==> src/rtl/bounce_seq_checker_sat_counter.sv <==
// Saturating up-counter; a clear in the same cycle as an increment leaves it at 1.
module sat_counter #(parameter int W = 8) (
  input  logic         clk,
  input  logic         rst,
  input  logic         clr,
  input  logic         inc,
  output logic [W-1:0] q
);
  localparam logic [W-1:0] Q_MAX = {W{1'b1}};
  localparam logic [W-1:0] Q_ONE = W'(1);

  logic [W-1:0] q_q, q_d;

  always_comb begin
    q_d = q_q;
    if (clr)                     q_d = inc ? Q_ONE : '0;
    else if (inc && q_q != Q_MAX) q_d = q_q + Q_ONE;
  end

  always_ff @(posedge clk or negedge rst)
    if (!rst) q_q <= '0;
    else      q_q <= q_d;

  assign q = q_q;
endmodule

==> config.mk <==
export PLATFORM = sky130hd
export DESIGN_NAME = sat_counter
export DESIGN_NICKNAME = d
export VERILOG_FILES = /design/src/rtl/bounce_seq_checker_sat_counter.sv
export SDC_FILE = /design/constraint.sdc
export NUM_CORES = 1
export LEC_CHECK = 0
export CAP_MARGIN = 20
export CORE_AREA = 5 5 42 44
export CTS_CLUSTER_DIAMETER = 50
export DETAILED_ROUTE_END_ITERATION = 8
export DIE_AREA = 0 0 47 49
export GPL_ROUTABILITY_DRIVEN = 0
export PLACE_DENSITY_LB_ADDON = 0.1
export SLEW_MARGIN = 10
export SYNTH_ARGS = -nofsm -noshare
export SYNTH_HDL_FRONTEND = slang
export SYNTH_SLANG_ARGS = --single-unit
==> constraint.sdc <==
create_clock -name clk -period 3 [get_ports clk]
set_clock_uncertainty 0.1 [all_clocks]
set_input_delay 0.9 -clock clk [delete_from_list [all_inputs] [get_ports clk]]
set_output_delay 0.9 -clock clk [all_outputs]
set_load 0.05 [all_outputs]
==> flow_summary.rst <==
.. list-table::
   :header-rows: 1

   * - Metric
     - Value
   * - Worst slack after detailed placement
     - 0.638 ns
   * - Vias in the first global route
     - 366
   * - Switching portion of total power
     - 28.4%
   * - Clock network latency to the later pin of the worst-skew pair
     - 0.26 ns
   * - Fraction of power consumed by combinational cells
     - approximately 18%
   * - CP cell instances
     - clkdlybuf4s50_1
   * - Mean Syn Cell Area
     - 10.1 um^2
   * - Post-route fraction of the period consumed by the critical path
     - 87.2%
   * - Data arrival at the endpoint of the critical path
     - 1.62 ns
   * - Port Buf Inserts
     - 11
   * - Slowest library cell on the worst path
     - sky130_fd_sc_hd__clkdlybuf4s50_1
   * - Total CTS buffers
     - 3
   * - Critical Path Source Type
     - register
   * - Part of the power in the clock network
     - 34.1%
   * - Count of cell types in the netlist
     - 27
   * - Status
     - finished, final reports clean
   * - Post-route setup slack
     - 0.385 ns
   * - Post-Syn Nets
     - 52
   * - Worst min-delay path class
     - register to register
   * - Power dissipated by switching net loads
     - just under 70 uW
   * - Filler-free cell count of the finished design
     - 75
   * - Via-to-Cell Ratio
     - between 5 and 6
   * - Power Total
     - 244 uW
   * - Unrepaired setup endpoints after global routing
     - false
   * - Post-Route WL
     - 1.07 mm
   * - Part of the power in registers
     - slightly below 50%
   * - Count of flip-flops with a built-in enable after synthesis
     - 0
   * - Number of hold-slack violations in the final timing report
     - 0
   * - Buffers and inverters on the worst path
     - 1
   * - Global router's overall resource usage
     - a little under a tenth
   * - Maximum clock frequency
     - 382 MHz
   * - Final critical path time including I/O delays and setup
     - 2.62 ns
   * - Fraction of final layout cells with drive strength greater than 1
     - 13.6%
   * - Final number of setup-violating endpoints
     - 0
   * - Commonest cells after routing, fill and taps aside
     - sky130_fd_sc_hd__clkdlybuf4s50_1 (11), sky130_fd_sc_hd__dfrtp_1 (8), sky130_fd_sc_hd__a21oi_1 (5)
   * - TritonCTS clock tree
     - built
   * - Chip width
     - 47 um
   * - Hold-fix buffers at CTS
     - 0
   * - Die outline area
     - 0.00230 mm^2
   * - Warnings, synthesis
     - 0
   * - Required time of the critical path
     - 2.00 ns
   * - Critical path class
     - register to output port
   * - Register area share after synthesis
     - a little over two fifths
   * - Drt pass-1 iters
     - 2
   * - Maximum clock path buffer count
     - 2
   * - Worst slew margin relative to its limit
     - 66.5%
   * - Final max-slew violation count
     - 0
   * - DRC viols
     - 0
   * - Vertical die dimension
     - 49 um
   * - Leakage power summed over all cells
     - 0.000242 uW
   * - Final ANT Viol Nets
     - 0
   * - Number of H-tree levels
     - 1
   * - Biggest fanout along the worst timing path
     - 10
   * - Largest net degree at the start of global routing
     - 12
   * - Prevailing post-synth register cell
     - sky130_fd_sc_hd__dfrtp_1
   * - Io pins
     - 12
   * - Total power divided by cell area
     - 396 mW/mm^2
   * - Area of the core
     - 0.00140 mm^2
   * - Biggest cell delay along the critical path
     - ~0.86 ns
   * - Number of placement rows
     - 14
   * - Fraction of registers with async set or reset after synthesis
     - between 90% and 100%
   * - Final core occ
     - between 40% and 50%
   * - Total setup buffers inserted after CTS
     - 0
   * - Effective utilization at floorplan
     - 33.8%
   * - Number of instances resized during post-cts repair
     - 0
   * - Max-cap violations
     - 0
   * - Initial antenna violation count
     - 0
   * - Number of vias in the routed layout
     - 430
   * - Worst path top cell family by delay
     - buffers and inverters
   * - Number of cells in the design after placement
     - 72
   * - Synthesized instance count
     - 47
   * - Worst VDD drop
     - 0.252 mV
   * - Routed len/inst
     - 14.3 um
   * - Antenna fix cells
     - 0
   * - Worst-margin pin slew
     - 0.501 ns
   * - Total overflow reported by the global router
     - 0
   * - Layout Area Growth over Synthesis
     - 29.9%
   * - Area of the mapped netlist
     - 473 um^2
   * - Initial DRC Count
     - 15
   * - Clock sink count
     - 8
   * - Max FFs per register
     - 8
   * - Wire length of the first global-routing pass
     - 1.60 mm
   * - Most common library cell in the layout ignoring fill and taps
     - sky130_fd_sc_hd__clkdlybuf4s50_1
   * - Nets@finish
     - 66
   * - Type of element capturing the critical path
     - output port
   * - Final HPWL from detailed placement
     - around 800 um
   * - Clock transition time at the flip-flop clock pins of the worst setup and hold paths
     - 0.06 ns
   * - Register bit total from synthesis
     - 8
   * - Clk Tree Root Cell
     - sky130_fd_sc_hd__clkbuf_4
   * - Total negative slack for setup checks
     - 0 ns
   * - Internal power summed over all cells
     - roughly 170 uW
metal layers:
| layer | wire length, um | GRT usage [%] | part of all wire (%) | vias up |
|---|---|---|---|---|
| met1 | 494 | 12.4 | 46 | 211 |
| met5 | 0 | 0 | 0 | - |
| met4 | 9 | 1.38 | 0.84 | 0 |
| li1 | - | - | - | 206 |
| met3 | 87 | 5.54 | 8.1 | 2 |
| met2 | 482 | 13.8 | 45 | 11 |
cell type report:
| class | count | area [um^2] |
|---|---|---|
| fill | 143 | 787 |
| multi-input combinational | 35 | 254 |
| inverter | 2 | 7.51 |
| tap | 16 | 20.0 |
| timing repair buffer | 11 | 110 |
| sequential | 8 | 200 |
| clock buffer | 3 | 22.5 |
through the flow:
stage               hold WS [ns]  instance area [um^2]
finish                     0.502                   614
floorplan                  0.504                   473
global placement           0.508                   592
CTS                        0.514                   614
global route               0.552                   614
detailed placement         0.508                   592
cells in the mapped netlist, types with 2 or more instances:
master,n,area (um^2)
sky130_fd_sc_hd__inv_1,2,7.51
sky130_fd_sc_hd__nand2b_1,4,25.0
sky130_fd_sc_hd__nand2_1,3,11.3
sky130_fd_sc_hd__and3_1,2,12.5
sky130_fd_sc_hd__or3_1,2,12.5
sky130_fd_sc_hd__o21ai_0,2,10.0
sky130_fd_sc_hd__a21oi_1,5,25.0
sky130_fd_sc_hd__dfrtp_1,8,200
logic make-up (layout without fill, tap and decap cells):
family / Yosys count / in the layout / synth area share, %
DFF: 8 / 8 / 42.3
AOI/OAI and AO/OA: 15 / 15 / 23.3
buffers and inverters: 4 / 16 / 3.97
adders and majority gates: 1 / 1 / 2.65
and+or+nand+nor: 18 / 18 / 25.7
muxes: 1 / 1 / 2.12
path summary, 6_finish.rpt:
check                            startpoint               end  slack, ns  depth (start not counted)
setup / recovery           q[3]$_DFFE_PN0P_              q[3]       0.38                          1
hold / removal             q[1]$_DFFE_PN0P_  q[1]$_DFFE_PN0P_       0.50                          2
setup reg to reg           q[0]$_DFFE_PN0P_  q[5]$_DFFE_PN0P_       1.40                          4
hold reg to reg            q[1]$_DFFE_PN0P_  q[1]$_DFFE_PN0P_       0.50                          2
max in group asynchronous               rst  q[7]$_DFFE_PN0P_       1.70                          1
min in group asynchronous               rst  q[4]$_DFFE_PN0P_       0.82                          1
power by group through the flow:
stage | Combinational, uW | Clock, uW | Sequential (uW)
after floorplan | 11.7 | 0 | 133
after global placement | 43.4 | 0 | 120
after global routing | 45.7 | 89.8 | 118
final | 42.9 | 83.1 | 118
after detailed placement | 43.3 | 0 | 119
after CTS | 43.6 | 85.8 | 118
Power figures use the tool's default switching activity.
==> RTL edit 1, RTL diff (config.mk and constraints unchanged) <==
The parameter `W` goes from 8 to 6.
--- a/src/rtl/bounce_seq_checker_sat_counter.sv
+++ b/src/rtl/bounce_seq_checker_sat_counter.sv
@@ -1,5 +1,5 @@
 // Saturating up-counter; a clear in the same cycle as an increment leaves it at 1.
-module sat_counter #(parameter int W = 8) (
+module sat_counter #(parameter int W = 6) (
   input  logic         clk,
   input  logic         rst,
   input  logic         clr,
Interface: changed (resized q); port bits go from 12 to 10. No check against the original RTL was run, so the function may have changed too.
==> RTL edit 1 against the unedited design <==
Sequential cell count shrank 2. Utilization is 10 points lower. Global-route usage down 1.2 points. Wire length is 25% lower. Final area fell by 23%. Synthesized area decreased by 26%. Power fell by 2.6%. Clock power fell by 11%. Sequential share of layout area down 0.67 points. Critical path depth did not move. Worst setup slack improved by 86 ps. Worst hold slack better by 9.9 ps. Critical endpoint unchanged. Largest cell class unchanged. Highest routed layer unchanged.
==> RTL edit 1: results (changes against the unedited design) <==
.. list-table::
   :header-rows: 1

   * - Metric
     - Value
   * - Mean instance size in the synthesized netlist
     - 10.3 µm² (+2.0%)
   * - Endpoint of the worst-slack reg-to-reg timing path
     - q[0]
   * - Final Hold Slack
     - 511 ps (+9.92 ps)
   * - Post-Synthesis Net Count
     - 39 (-25%)
   * - Global-route wire length before repair
     - 1.26 mm (-22%)
   * - Worst slew pin tran
     - 499 ps (-1.96 ps)
   * - Largest net degree at the start of global routing
     - 11 (-1)
   * - Net count, final
     - 52 (-21%)
   * - Via Count
     - 341 (-21%)
   * - Total cell area at the placement stage
     - 448 µm² (-24%)
   * - Source-to-sink clock delay at the later pin of the worst-skew pair
     - 240 ps (-20 ps)
   * - Part of the Yosys area used for sequential elements
     - 43.0% (+0.68 points)
   * - Number of global-route vias before repair
     - 295 (-19%)
   * - End point of the worst hold path
     - q[4]
   * - Number of iterations in the first detailed-routing pass
     - 4 (+2)
   * - Number of antenna violations at the first check in global routing
     - 0 (unchanged)
   * - Netlist cell types
     - 24 (-11%)
   * - Run status
     - complete, no violations
   * - Startpoint of the tightest hold check path
     - q[4]
   * - Sequential share of power
     - 40.5% (-7.8 points)
   * - Critical path arrival
     - 1530 ps (-90 ps)
   * - Depth of the worst hold-timing path
     - 2 (unchanged)
   * - Met1 Routed Length
     - 363 µm (-27%)
   * - Comb. pwr
     - 0.0671 mW (+56%)
   * - Complex-gate fraction of the synthesized area
     - 26.5% (+3.2 points)
   * - Proportion of layout cells with a drive suffix above 1
     - 11.1% (-2.4 points)
   * - Largest register FFs
     - 6 (-2)
   * - Global-route met1 utilization
     - 9.80% (-2.6 points)
   * - Internal portion of total power
     - 0.159 mW (-8.6%)
   * - Delay of the slowest cell on the worst path
     - 840 ps (-20 ps)
   * - Comb pwr share
     - 28.3% (+11 points)
   * - Total length of routed met3 wires
     - 80 µm (-8.0%)
   * - Total instance count after detailed placement
     - 58 (-19%)
   * - Fillers
     - 157 (+9.8%)
   * - Total wire length
     - 802 µm (-25%)
   * - Slack of the worst reg-to-reg path
     - 1500 ps (+100 ps)
   * - Leakage Power
     - 0.191 nW (-21%)
   * - Count of input and output buffers
     - 9 (-2)
   * - Routed met2 length
     - 336 µm (-30%)
   * - Critical path fanouts, max
     - 7 (-3)
   * - Min-delay worst type
     - reg2reg
   * - Post-detail-place hpwl
     - 589 µm (-26%)
   * - Met2 global-route usage
     - 10.4% (-3.4 points)
   * - Adder-cell share of the synthesized area
     - 3.58% (+0.94 points)
   * - Average detailed-routed wire length per instance
     - 13.1 µm (-8.2%)
   * - Multiplexer share of the synthesized area
     - 0% (-2.1 points)
   * - GRT Total Usage
     - 8.27% (-1.2 points)
   * - Pre-CTS WS
     - 638 ps (-0.245 ps)
   * - Cells taking the most area after synthesis
     - sky130_fd_sc_hd__dfrtp_1 43%, sky130_fd_sc_hd__a311oi_1 5.0%, sky130_fd_sc_hd__ha_1 3.6%, sky130_fd_sc_hd__nand4_1 3.6%, sky130_fd_sc_hd__a221o_2 3.2%
RTL edit 1: cell count changes in the layout (fill, tap and decap cells not counted), moves of 2 or more:
cell	unedited run	this run
sky130_fd_sc_hd__clkdlybuf4s50_1	11	9
sky130_fd_sc_hd__nand2b_1	4	0
sky130_fd_sc_hd__dfrtp_1	8	6
sky130_fd_sc_hd__a21oi_1	5	2
sky130_fd_sc_hd__or3_1	2	0
RTL edit 1: worst max path at each step:
stage / start / end / slack [ps] / cells past startpoint
4_1_cts: q[3] / q[3] / 450 / 1
5_1_grt: q[3] / q[3] / 420 / 1
3_5_place_dp: inc / q[5] / 640 / 4
6_report: q[3] / q[3] / 470 / 1
3_3_place_gp: inc / q[5] / 650 / 4
2_1_floorplan: inc / q[5] / 1250 / 4
RTL edit 1: final cells by class:
cell class              instances  area, µm²  share of cell area [%]
well taps                      16       20.0                    4.26
inverters                       2       7.51                    1.60
repair buffers                  9       90.1                    19.1
clock buffers                   3       22.5                    4.79
flip-flops and latches          6        150                    31.9
multi-input cells              25        180                    38.3
==> RTL edit 2, RTL diff (config.mk and constraints unchanged) <==
Without the edit above. Register the inputs `clr` and `inc` before use, with the module's reset. The logic sees them one clock later.
--- a/src/rtl/bounce_seq_checker_sat_counter.sv
+++ b/src/rtl/bounce_seq_checker_sat_counter.sv
@@ -9,12 +9,25 @@
   localparam logic [W-1:0] Q_MAX = {W{1'b1}};
   localparam logic [W-1:0] Q_ONE = W'(1);
 
+  logic clr_q;
+  logic inc_q;
+
+  always_ff @(posedge clk or negedge rst) begin
+    if (!rst) begin
+      clr_q <= '0;
+      inc_q <= '0;
+    end else begin
+      clr_q <= clr;
+      inc_q <= inc;
+    end
+  end
+
   logic [W-1:0] q_q, q_d;
 
   always_comb begin
     q_d = q_q;
-    if (clr)                     q_d = inc ? Q_ONE : '0;
-    else if (inc && q_q != Q_MAX) q_d = q_q + Q_ONE;
+    if (clr_q)                     q_d = inc_q ? Q_ONE : '0;
+    else if (inc_q && q_q != Q_MAX) q_d = q_q + Q_ONE;
   end
 
   always_ff @(posedge clk or negedge rst)
Function: changed (Yosys sat finds a counterexample within 4 cycles, from zero or initial values and one cycle with rst low).
==> RTL edit 2 against the unedited design <==
Synthesized area is 11% higher. Clock power is 42% higher. Wire length is 0.56% higher. Fmax is 0.18% higher. Power is 26% higher. Highest routed layer is now met3. Non-clock buffer count stayed put. Via count is 2.1% higher. Final area is 10% higher. Worst setup slack better by 4.6 ps. Sequential cell count is 2 higher. Sequential power is 25% higher.
==> RTL edit 2: results (changes against the unedited design) <==
.. list-table::
   :header-rows: 1

   * - Metric
     - Value
   * - Run status
     - complete, no violations
   * - Total non-filler cell area in the finished layout
     - 678 µm² (+10%)
   * - Cell taking the most area after synthesis
     - sky130_fd_sc_hd__dfrtp_1
   * - Largest register FFs
     - 8 (unchanged)
   * - Area of the multi-input gates
     - 254 µm² (unchanged)
   * - Pre-CTS WS
     - 668 ps (+29.6 ps)
   * - VDD IR max
     - 0.294 mV (+17%)
   * - Vias/cell
     - 5.63 (-1.8%)
   * - Met3 Resource Use GR
     - 4.43% (-1.1 points)
   * - GRT Total Usage
     - 10.7% (+1.1 points)
   * - Number of cell rows
     - 14 (unchanged)
   * - Met2 global-route usage
     - 15.4% (+1.6 points)
   * - Top cells by count, synth
     - 10 x sky130_fd_sc_hd__dfrtp_1, 5 x sky130_fd_sc_hd__a21oi_1, 4 x sky130_fd_sc_hd__nand2b_1, 3 x sky130_fd_sc_hd__nand2_1
   * - Synthesized instance count
     - 49 (+4.3%)
   * - Clock H-tree levels
     - 1 (unchanged)
   * - Comb. pwr
     - 0.0404 mW (-5.8%)
   * - Net count, final
     - 68 (+3.0%)
   * - Number of iterations in the first detailed-routing pass
     - 3 (+1)
   * - Number of global-route vias before repair
     - 387 (+5.7%)
   * - Total of clock buffers placed in the layout
     - 4 (+1)
   * - Global-route wire length before repair
     - 1.81 mm (+13%)
   * - DRC violation total after the first TritonRoute iteration
     - 2 (-13)
   * - P_clk
     - 0.118 mW (+42%)
   * - Non-filler cells, final
     - 78 (+4.0%)
   * - Internal portion of total power
     - 0.230 mW (+32%)
   * - Setup Viol. Count Final
     - 0 (unchanged)
   * - Total power divided by cell area
     - 452 nW/µm² (+14%)
   * - Worst slew pin tran
     - 495 ps (-5.62 ps)
   * - Global-route met1 utilization
     - 14.5% (+2.1 points)
   * - Proportion of layout cells with a drive suffix above 1
     - 14.5% (+0.96 points)
   * - Total instance count after detailed placement
     - 74 (+2.8%)
   * - Number of warnings printed during yosys synthesis
     - 0 (unchanged)
   * - #FFs+latches synth
     - 10 (+2)
   * - Fraction of cell area in non-clock buffers
     - 16.2% (-1.7 points)
   * - End point of the worst hold path
     - q[1]
   * - Leakage Power
     - 0.273 nW (+13%)
   * - Final Hold Slack
     - 503 ps (+1.53 ps)
   * - Fillers
     - 139 (-2.8%)
   * - Post-Synthesis Net Count
     - 54 (+3.8%)
   * - Relative area of clock buffers and inverters in the final design
     - 5.35% (+1.7 points)
   * - Cells taking the most area after synthesis
     - sky130_fd_sc_hd__dfrtp_1 48%, sky130_fd_sc_hd__a21oi_1 4.8%, sky130_fd_sc_hd__nand2b_1 4.8%, sky130_fd_sc_hd__a2111oi_2 2.9%, sky130_fd_sc_hd__and3_1 2.4%
   * - Total cell area at the placement stage
     - 642 µm² (+8.5%)
   * - Seq. cell area
     - 250 µm² (+25%)
   * - Post-layout min period
     - 2610 ps (-4.59 ps)
   * - Average detailed-routed wire length per instance
     - 13.8 µm (-3.3%)
## RTL edit 2: cell count changes after synthesis
cell / before / now
sky130_fd_sc_hd__dfrtp_1: 8 / 10
## RTL edit 2: how the worst max path moves through the flow
stage,end,start
after floorplan,q[5],q[0]
after global placement,q[3],q[3]
after detailed placement,q[3],q[3]
after CTS,q[3],q[3]
after global routing,q[3],q[3]
final,q[3],q[3]
## RTL edit 2: cell families after synthesis
group | after synthesis | share of synthesized area (%)
DFF | 10 | 47.8
buffers and inverters | 4 | 3.59
AOI/OAI and AO/OA | 15 | 21.1
and+or+nand+nor | 18 | 23.2
muxes | 1 | 1.91
adders and majority gates | 1 | 2.39
## RTL edit 2: per-layer routing
metal  part of all wire, %  routed length (µm)
met1                    45                 488
met2                    49                 529
met3                   5.8                  63
met4                     0                   0
met5                     0                   0
